--- src/rtl/spi_slave_cmd_decoder_if.sv ---
`default_nettype none
// ============================================================================
// Module      : spi_slave_cmd_decoder_if
// Description : Byte-side and plug-side signal bundle of the SPI slave command
//               decoder. The slave modport is the decoder's view; the master
//               modport is the view of whatever drives it (SPI front end,
//               plug, or a testbench).
// Revision    : 1.0 - initial release
// ============================================================================
interface spi_slave_cmd_decoder_if #(
  parameter int APB_ADDR_WIDTH = 32,
  parameter int APB_DATA_WIDTH = 32
);
  // SPI byte front end
  logic                      cs_n;
  logic [7:0]                rx_byte;
  logic                      rx_byte_valid;
  logic [7:0]                tx_byte;
  logic                      tx_byte_valid;
  logic                      tx_byte_ready;
  // APB plug side
  logic [APB_ADDR_WIDTH-1:0] rxtx_addr;
  logic                      rxtx_addr_valid;
  logic [15:0]               wrap_length;
  logic                      start_tx;
  logic                      cs;
  logic [APB_DATA_WIDTH-1:0] rx_data;
  logic                      rx_valid;
  logic                      rx_ready;
  logic [APB_DATA_WIDTH-1:0] tx_data;
  logic                      tx_valid;
  logic                      tx_ready;
  logic                      overflow;

  modport slave (
    input  cs_n, rx_byte, rx_byte_valid, tx_byte_ready, rx_ready, tx_data, tx_valid,
    output tx_byte, tx_byte_valid, rxtx_addr, rxtx_addr_valid, wrap_length,
           start_tx, cs, rx_data, rx_valid, tx_ready, overflow
  );

  modport master (
    output cs_n, rx_byte, rx_byte_valid, tx_byte_ready, rx_ready, tx_data, tx_valid,
    input  tx_byte, tx_byte_valid, rxtx_addr, rxtx_addr_valid, wrap_length,
           start_tx, cs, rx_data, rx_valid, tx_ready, overflow
  );
endinterface
`default_nettype wire

--- src/rtl/spi_slave_cmd_decoder.sv ---
`default_nettype none
// ============================================================================
// Module      : spi_slave_cmd_decoder
// Description : Parses SPI command bytes (opcode, wrap length, address, write
//               data) into APB plug controls and serializes plug read words
//               back into bytes for the SPI transmitter. pclk domain.
// Revision    : 1.0 - initial release
// ============================================================================
module spi_slave_cmd_decoder #(
  parameter int APB_ADDR_WIDTH = 32,
  parameter int APB_DATA_WIDTH = 32
) (
  input  wire logic              pclk,
  input  wire logic              presetn,
  spi_slave_cmd_decoder_if.slave bus
);

  localparam int C_NA = APB_ADDR_WIDTH / 8;
  localparam int C_ND = APB_DATA_WIDTH / 8;
  // Shared shift register must hold the widest field (address, data or the 16-bit wrap length)
  localparam int C_AB = (APB_ADDR_WIDTH > APB_DATA_WIDTH) ? APB_ADDR_WIDTH : APB_DATA_WIDTH;
  localparam int C_SW = (C_AB > 16) ? C_AB : 16;

  typedef enum logic [2:0] {
    S_IDLE   = 3'd0,
    S_CMD    = 3'd1,
    S_WRAP   = 3'd2,
    S_ADDR   = 3'd3,
    S_WDATA  = 3'd4,
    S_RDATA  = 3'd5,
    S_IGNORE = 3'd6
  } state_e;

  state_e                    state_q, state_d;
  logic [7:0]                cnt_q;
  logic [C_SW-9:0]           asm_q;       // all bytes of a field except the last one
  logic [APB_ADDR_WIDTH-1:0] addr_q;
  logic                      addr_valid_q;
  logic [15:0]               wrap_q;
  logic                      start_tx_q;
  logic [APB_DATA_WIDTH-1:0] rx_data_q;
  logic                      rx_valid_q;
  logic                      overflow_q;
  logic [APB_DATA_WIDTH-1:0] tx_buf_q;
  logic                      tx_full_q;
  logic [7:0]                tx_idx_q;

  logic                      w_byte;
  logic [C_SW-1:0]           w_asm_nxt;
  logic                      w_tx_ready;
  logic                      w_tx_take;
  logic                      w_tx_adv;

  // A byte counts only while selected; a byte coinciding with deselect is dropped
  assign w_byte    = bus.rx_byte_valid && !bus.cs_n;
  assign w_asm_nxt = {asm_q, bus.rx_byte};
  // Outside RDATA read words are always swallowed so the plug never stalls
  assign w_tx_ready = (state_q != S_RDATA) || !tx_full_q;
  assign w_tx_take  = (state_q == S_RDATA) && !bus.cs_n && bus.tx_valid && !tx_full_q;
  assign w_tx_adv   = tx_full_q && bus.tx_byte_ready;

  // State register
  always_ff @(posedge pclk or negedge presetn) begin
    if (!presetn) state_q <= S_IDLE;
    else          state_q <= state_d;
  end

  // Next-state decode; deselect always returns to IDLE
  always_comb begin
    state_d = state_q;
    if (bus.cs_n) begin
      state_d = S_IDLE;
    end else begin
      case (state_q)
        S_IDLE: state_d = S_CMD;
        S_CMD: begin
          if (w_byte) begin
            case (bus.rx_byte)
              8'h01:   state_d = S_WRAP;
              8'h02:   state_d = S_ADDR;
              8'h03:   state_d = S_WDATA;
              8'h04:   state_d = S_RDATA;
              default: state_d = S_IGNORE;
            endcase
          end
        end
        S_WRAP:  if (w_byte && cnt_q == 8'd1)          state_d = S_CMD;
        S_ADDR:  if (w_byte && cnt_q == 8'(C_NA - 1))  state_d = S_CMD;
        default: state_d = state_q;
      endcase
    end
  end

  // Field assembly, plug control pulses, write-word handoff and overflow tracking
  always_ff @(posedge pclk or negedge presetn) begin
    if (!presetn) begin
      cnt_q        <= '0;
      asm_q        <= '0;
      addr_q       <= '0;
      addr_valid_q <= 1'b0;
      wrap_q       <= '0;
      start_tx_q   <= 1'b0;
      rx_data_q    <= '0;
      rx_valid_q   <= 1'b0;
      overflow_q   <= 1'b0;
    end else begin
      addr_valid_q <= 1'b0;
      start_tx_q   <= 1'b0;
      if (state_q == S_IDLE && !bus.cs_n) overflow_q <= 1'b0;
      // Handshake clear first so a word completing this cycle can re-arm rx_valid
      if (rx_valid_q && bus.rx_ready) rx_valid_q <= 1'b0;
      if (bus.cs_n) begin
        cnt_q <= '0;
        asm_q <= '0;
      end else if (w_byte) begin
        case (state_q)
          S_CMD: if (bus.rx_byte == 8'h04) start_tx_q <= 1'b1;
          S_WRAP: begin
            if (cnt_q == 8'd1) begin
              wrap_q <= w_asm_nxt[15:0];
              cnt_q  <= '0;
              asm_q  <= '0;
            end else begin
              cnt_q <= cnt_q + 8'd1;
              asm_q <= w_asm_nxt[C_SW-9:0];
            end
          end
          S_ADDR: begin
            if (cnt_q == 8'(C_NA - 1)) begin
              addr_q       <= w_asm_nxt[APB_ADDR_WIDTH-1:0];
              addr_valid_q <= 1'b1;
              cnt_q        <= '0;
              asm_q        <= '0;
            end else begin
              cnt_q <= cnt_q + 8'd1;
              asm_q <= w_asm_nxt[C_SW-9:0];
            end
          end
          S_WDATA: begin
            if (cnt_q == 8'(C_ND - 1)) begin
              cnt_q <= '0;
              asm_q <= '0;
              if (rx_valid_q && !bus.rx_ready) begin
                overflow_q <= 1'b1;
              end else begin
                rx_data_q  <= w_asm_nxt[APB_DATA_WIDTH-1:0];
                rx_valid_q <= 1'b1;
              end
            end else begin
              cnt_q <= cnt_q + 8'd1;
              asm_q <= w_asm_nxt[C_SW-9:0];
            end
          end
          default: ;
        endcase
      end
    end
  end

  // Read-word buffer: capture one word, shift it out MSB byte first
  always_ff @(posedge pclk or negedge presetn) begin
    if (!presetn) begin
      tx_buf_q  <= '0;
      tx_full_q <= 1'b0;
      tx_idx_q  <= '0;
    end else if (bus.cs_n) begin
      tx_buf_q  <= '0;
      tx_full_q <= 1'b0;
      tx_idx_q  <= '0;
    end else if (w_tx_take) begin
      tx_buf_q  <= bus.tx_data;
      tx_full_q <= 1'b1;
      tx_idx_q  <= '0;
    end else if (w_tx_adv) begin
      if (tx_idx_q == 8'(C_ND - 1)) begin
        tx_buf_q  <= '0;
        tx_full_q <= 1'b0;
        tx_idx_q  <= '0;
      end else begin
        tx_buf_q <= tx_buf_q << 8;
        tx_idx_q <= tx_idx_q + 8'd1;
      end
    end
  end

  assign bus.tx_byte         = tx_buf_q[APB_DATA_WIDTH-1 -: 8];
  assign bus.tx_byte_valid   = tx_full_q;
  assign bus.tx_ready        = w_tx_ready;
  assign bus.rxtx_addr       = addr_q;
  assign bus.rxtx_addr_valid = addr_valid_q;
  assign bus.wrap_length     = wrap_q;
  assign bus.start_tx        = start_tx_q;
  assign bus.cs              = bus.cs_n;
  assign bus.rx_data         = rx_data_q;
  assign bus.rx_valid        = rx_valid_q;
  assign bus.overflow        = overflow_q;

endmodule
`default_nettype wire

--- src/flat_wrapper.sv ---
// flat-port wrapper written by rule: the top's interface ports become plain ports
module spi_slave_cmd_decoder_flat 
#(
  parameter int APB_ADDR_WIDTH = 32,
  parameter int APB_DATA_WIDTH = 32
)
  (pclk, presetn, bus_cs_n, bus_rx_byte, bus_rx_byte_valid, bus_tx_byte_ready, bus_rx_ready, bus_tx_data, bus_tx_valid, bus_tx_byte, bus_tx_byte_valid, bus_rxtx_addr, bus_rxtx_addr_valid, bus_wrap_length, bus_start_tx, bus_cs, bus_rx_data, bus_rx_valid, bus_tx_ready, bus_overflow);
  spi_slave_cmd_decoder_if #(.APB_ADDR_WIDTH(APB_ADDR_WIDTH), .APB_DATA_WIDTH(APB_DATA_WIDTH)) bus_i ();
  input  wire logic pclk;
  input  wire logic presetn;
  input wire logic [$bits(bus_i.cs_n)-1:0] bus_cs_n;
  input wire logic [$bits(bus_i.rx_byte)-1:0] bus_rx_byte;
  input wire logic [$bits(bus_i.rx_byte_valid)-1:0] bus_rx_byte_valid;
  input wire logic [$bits(bus_i.tx_byte_ready)-1:0] bus_tx_byte_ready;
  input wire logic [$bits(bus_i.rx_ready)-1:0] bus_rx_ready;
  input wire logic [$bits(bus_i.tx_data)-1:0] bus_tx_data;
  input wire logic [$bits(bus_i.tx_valid)-1:0] bus_tx_valid;
  output wire logic [$bits(bus_i.tx_byte)-1:0] bus_tx_byte;
  output wire logic [$bits(bus_i.tx_byte_valid)-1:0] bus_tx_byte_valid;
  output wire logic [$bits(bus_i.rxtx_addr)-1:0] bus_rxtx_addr;
  output wire logic [$bits(bus_i.rxtx_addr_valid)-1:0] bus_rxtx_addr_valid;
  output wire logic [$bits(bus_i.wrap_length)-1:0] bus_wrap_length;
  output wire logic [$bits(bus_i.start_tx)-1:0] bus_start_tx;
  output wire logic [$bits(bus_i.cs)-1:0] bus_cs;
  output wire logic [$bits(bus_i.rx_data)-1:0] bus_rx_data;
  output wire logic [$bits(bus_i.rx_valid)-1:0] bus_rx_valid;
  output wire logic [$bits(bus_i.tx_ready)-1:0] bus_tx_ready;
  output wire logic [$bits(bus_i.overflow)-1:0] bus_overflow;
  assign bus_i.cs_n = bus_cs_n;
  assign bus_i.rx_byte = bus_rx_byte;
  assign bus_i.rx_byte_valid = bus_rx_byte_valid;
  assign bus_i.tx_byte_ready = bus_tx_byte_ready;
  assign bus_i.rx_ready = bus_rx_ready;
  assign bus_i.tx_data = bus_tx_data;
  assign bus_i.tx_valid = bus_tx_valid;
  assign bus_tx_byte = bus_i.tx_byte;
  assign bus_tx_byte_valid = bus_i.tx_byte_valid;
  assign bus_rxtx_addr = bus_i.rxtx_addr;
  assign bus_rxtx_addr_valid = bus_i.rxtx_addr_valid;
  assign bus_wrap_length = bus_i.wrap_length;
  assign bus_start_tx = bus_i.start_tx;
  assign bus_cs = bus_i.cs;
  assign bus_rx_data = bus_i.rx_data;
  assign bus_rx_valid = bus_i.rx_valid;
  assign bus_tx_ready = bus_i.tx_ready;
  assign bus_overflow = bus_i.overflow;
  spi_slave_cmd_decoder #(.APB_ADDR_WIDTH(APB_ADDR_WIDTH), .APB_DATA_WIDTH(APB_DATA_WIDTH)) u_core (.pclk(pclk), .presetn(presetn), .bus(bus_i));
endmodule
--- config.mk ---
export PLATFORM = sky130hd
export DESIGN_NAME = spi_slave_cmd_decoder_flat
export DESIGN_NICKNAME = d
export VERILOG_FILES = /design/src/rtl/spi_slave_cmd_decoder_if.sv /design/src/rtl/spi_slave_cmd_decoder.sv /design/src/flat_wrapper.sv
export SDC_FILE = /design/constraint.sdc
export NUM_CORES = 1
export LEC_CHECK = 0
export ABC_AREA = 1
export BUFFER_PORTS_ARGS = -buffer_cell sky130_fd_sc_hd__buf_4
export CORE_UTILIZATION = 40
export CTS_CLUSTER_SIZE = 40
export DETAILED_ROUTE_END_ITERATION = 10
export PLACE_DENSITY_LB_ADDON = 0.3
export SETUP_SLACK_MARGIN = 0.05
export SYNTH_ARGS = -nofsm -noshare
export SYNTH_HDL_FRONTEND = slang
export SYNTH_SLANG_ARGS = --single-unit
export TNS_END_PERCENT = 10
--- constraint.sdc ---
create_clock -name pclk -period 4.4 [get_ports pclk]
set_clock_uncertainty 0.05 [all_clocks]
set_input_delay 0.44 -clock pclk [delete_from_list [all_inputs] [get_ports pclk]]
set_output_delay 0.44 -clock pclk [all_outputs]
set_load 0.005 [all_outputs]
==> flow_metrics.py <==
metrics = {
    "outcome": {
        "status": "finished with violations",
        "violations": "negative hold slack",
    },
    "yosys": {
        "ys_types": 28,
        "synth_compound_area_frac": 0.06701,
        "synth_cells": 857,
        "synth_nets": 907,
        "yosys-mux-area-fraction": 0,
        "synthArstFlopShare": 1.000,
        "synth_edf_count": 0,
        "ys_seq_area_frac": 0.5628,
        "synth.cell_area_mm2": 0.007114,
        "synth_top_family_by_area": "simple AND/OR/NAND/NOR gates",
        "synth_seq_cells": 160,
        "synth_ff_type": "dfrtp_1",
        "synth-xor-area-share": 0.001231,
        "synth-simple-area-share": 0.2895,
        "synth.avg_cell_area_um2": 8.301,
        "synthAdderAreaFrac": 0.005276,
        "yosys_warnings": 0,
    },
    "clock_tree": {
        "insertion_delay_ns": 0.43,
        "ctsHoldBuffers": 0,
        "htree_num_levels": 4,
        "clk_path_buf_depth": 2,
        "postCtsSetupBuffers": 0,
        "clock_sinks": 160,
        "ctsRootBufferMaster": "clkbuf_16",
        "postCtsResizedCells": 0,
        "clkTransAtPathRegs_ns": 0.07,
        "cts_tree": "yes",
        "numCtsBuffers": 17,
    },
    "power_and_ir_drop": {
        "power_mw": 3.884,
        "ir_worst_vdd_mv": 0.3210,
        "pwr_density_cell_mw_per_mm2": 440.7,
        "p_leak_nw": 4.777,
    },
    "die": {
        "core-area_mm2": 0.01736,
        "num_rows": 48,
        "die_area_mm2": 0.01832,
        "ios": 142,
        "fp.dieW_um": 135.4,
        "initial_core_util": 0.4099,
        "die_y_um": 135.4,
    },
    "route": {
        "routed_wl_um": 17110,
        "antenna_left": 0,
        "vias_per_cell": 4.779,
        "drt_iter0_markers": 407,
        "post_drt_wl_per_cell_um": 14.10,
        "firstDrtPassIters": 5,
        "route.detailed.drc": 0,
        "via_count": 5797,
    },
    "min_path": {
        "min-delay-path-class": "in -> async",
    },
    "finish": {
        "diodes": 0,
        "fin_nets": 1025,
        "final_common_cell": "nand2_1",
        "drive_above_1_share": 0.2045,
        "area_growth_pct": 23.87,
        "final_cell_mix": "nand2_1, dfrtp_1, buf_4",
    },
    "timing": {
        "finalSetupViolations": 0,
        "slew_viol_final": 0,
        "max_slew.worst_pin.slew_ns": 1.058,
        "fmax_mhz": 392.0,
        "maxSlewHeadroom": 0.2927,
        "post-route-min-period_ns": 2.551,
        "worst_slack_ns": 1.849,
        "rsz0062_at_grt": "no",
        "fin_crit_sh": 0.5798,
        "fin_tns_setup_ns": 0,
        "hold_slack_ns": -0.03567,
        "hold_viol": 25,
    },
    "worst_setup_path": {
        "cp.arrival_ns": 2.86,
        "cp-start-kind": "flop",
        "endpoint_kind": "flop",
        "ff2ff_path_depth": 9,
        "path_max_fanout": 41,
        "crit_type": "reg -> reg",
        "worstPathRequired_ns": 4.71,
    },
    "global_route": {
        "grt_pass1_wl_um": 27810,
        "met3_usage": 0.05125,
        "grt.met2_usage": 0.2783,
        "top_usage_layer": "met1",
        "grt_max_degree": 74,
        "antenna_found_initial": 0,
        "use_met1": 0.2894,
        "grt_use_total": 0.1957,
        "grt_pass1_vias": 5351,
        "overflow": 0,
    },
    "placed_design": {
        "place_ws_ns": 1.656,
        "place.gp.congestion": 0.7939,
        "post-dp-hpwl_um": 11340,
        "io_buffers": 141,
    },
    "run": {
        "drv_cap": 0,
    },
}
## critical path, stage by stage, from the launching register on
cell and delay [ns]:
dfrtp_1 0.44, inv_1 0.08, nand2_1 0.11, nor2_4 0.16
nand3_2 0.55, nand2_4 0.33, inv_4 0.21, nor2_8 0.36
nand2_1 0.10, nand2_1 0.08
## area by class of cell
type                       count  area (µm²)
clock buffer                  18       439.2
clock inverter                14       173.9
inverter                      65       246.5
sequential                   160        4004
timing repair buffer         144        1085
tap                          225       281.5
fill                        1674        8544
multi-input combinational    587        2582
## where the power goes
| group | switching (mW) | leakage, nW | internal [mW] |
|---|---|---|---|
| Clock | 0.648 | 0.301 | 0.874 |
| Combinational | 0.399 | 2.25 | 0.238 |
| Sequential | 0.115 | 2.22 | 1.61 |
## routing by layer
metal	wire, µm	share of wire
met3	890	0.052
met1	8404	0.49
met2	7615	0.45
met5	0	0
met4	195	0.011
## sequential cells by signal, summed over array words and instances (netlist names), 3 cells and up
signal,cells
u_core.bus.rx_data,32
u_core.bus.rxtx_addr,32
u_core.tx_buf_q,32
u_core.asm_q,24
u_core.bus.wrap_length,16
u_core.cnt_q,8
u_core.tx_idx_q,8
u_core.state_q,3
## final timing paths
kind	slack [ns]	end	start
max	1.85	u_core.tx_buf_q[13]	u_core.state_q[1]
min	-0.04	u_core.tx_buf_q[25]	presetn
min in group pclk	0.18	u_core.tx_buf_q[1]	bus_tx_data[1]
min reg2reg	0.43	u_core.tx_buf_q[5]	u_core.tx_buf_q[5]
max reg2reg	1.85	u_core.tx_buf_q[13]	u_core.state_q[1]
max in group asynchronous	3.26	u_core.bus.rx_data[31]	presetn
## cells by family after synthesis
logic type                 count (synthesis)
xor gates and xnor gates                   1
adders and majority gates                  3
buffers and inverters                    110
DFF                                      160
and+or+nand+nor                          493
AOI/OAI and AO/OA                         90
## synth_stat cells (7+ instances only)
cell,number,area (µm²)
inv_1,59,221.5
buf_4,15,112.6
nor2_1,26,97.59
o21ai_2,7,61.31
nand2_1,375,1408
nand3_1,59,295.3
nand4_1,13,81.33
dfrtp_1,160,4004
o21ai_1,22,110.1
o21ai_0,57,285.3
buf_2,21,105.1
## metrics by stage
step	utilization	cells	area, µm²	hold slack, ns
3_5_place_dp	0.4724	1181	8199	0.4146
5_1_grt	0.5077	1213	8812	0.02471
4_1_cts	0.5077	1213	8812	0.008488
2_1_floorplan	-	857	7114	0.09441
6_report	0.5077	1213	8812	-0.03567
3_3_place_gp	0.4724	1181	8199	0.4067
Note: power is estimated with default switching activity, not from simulation.
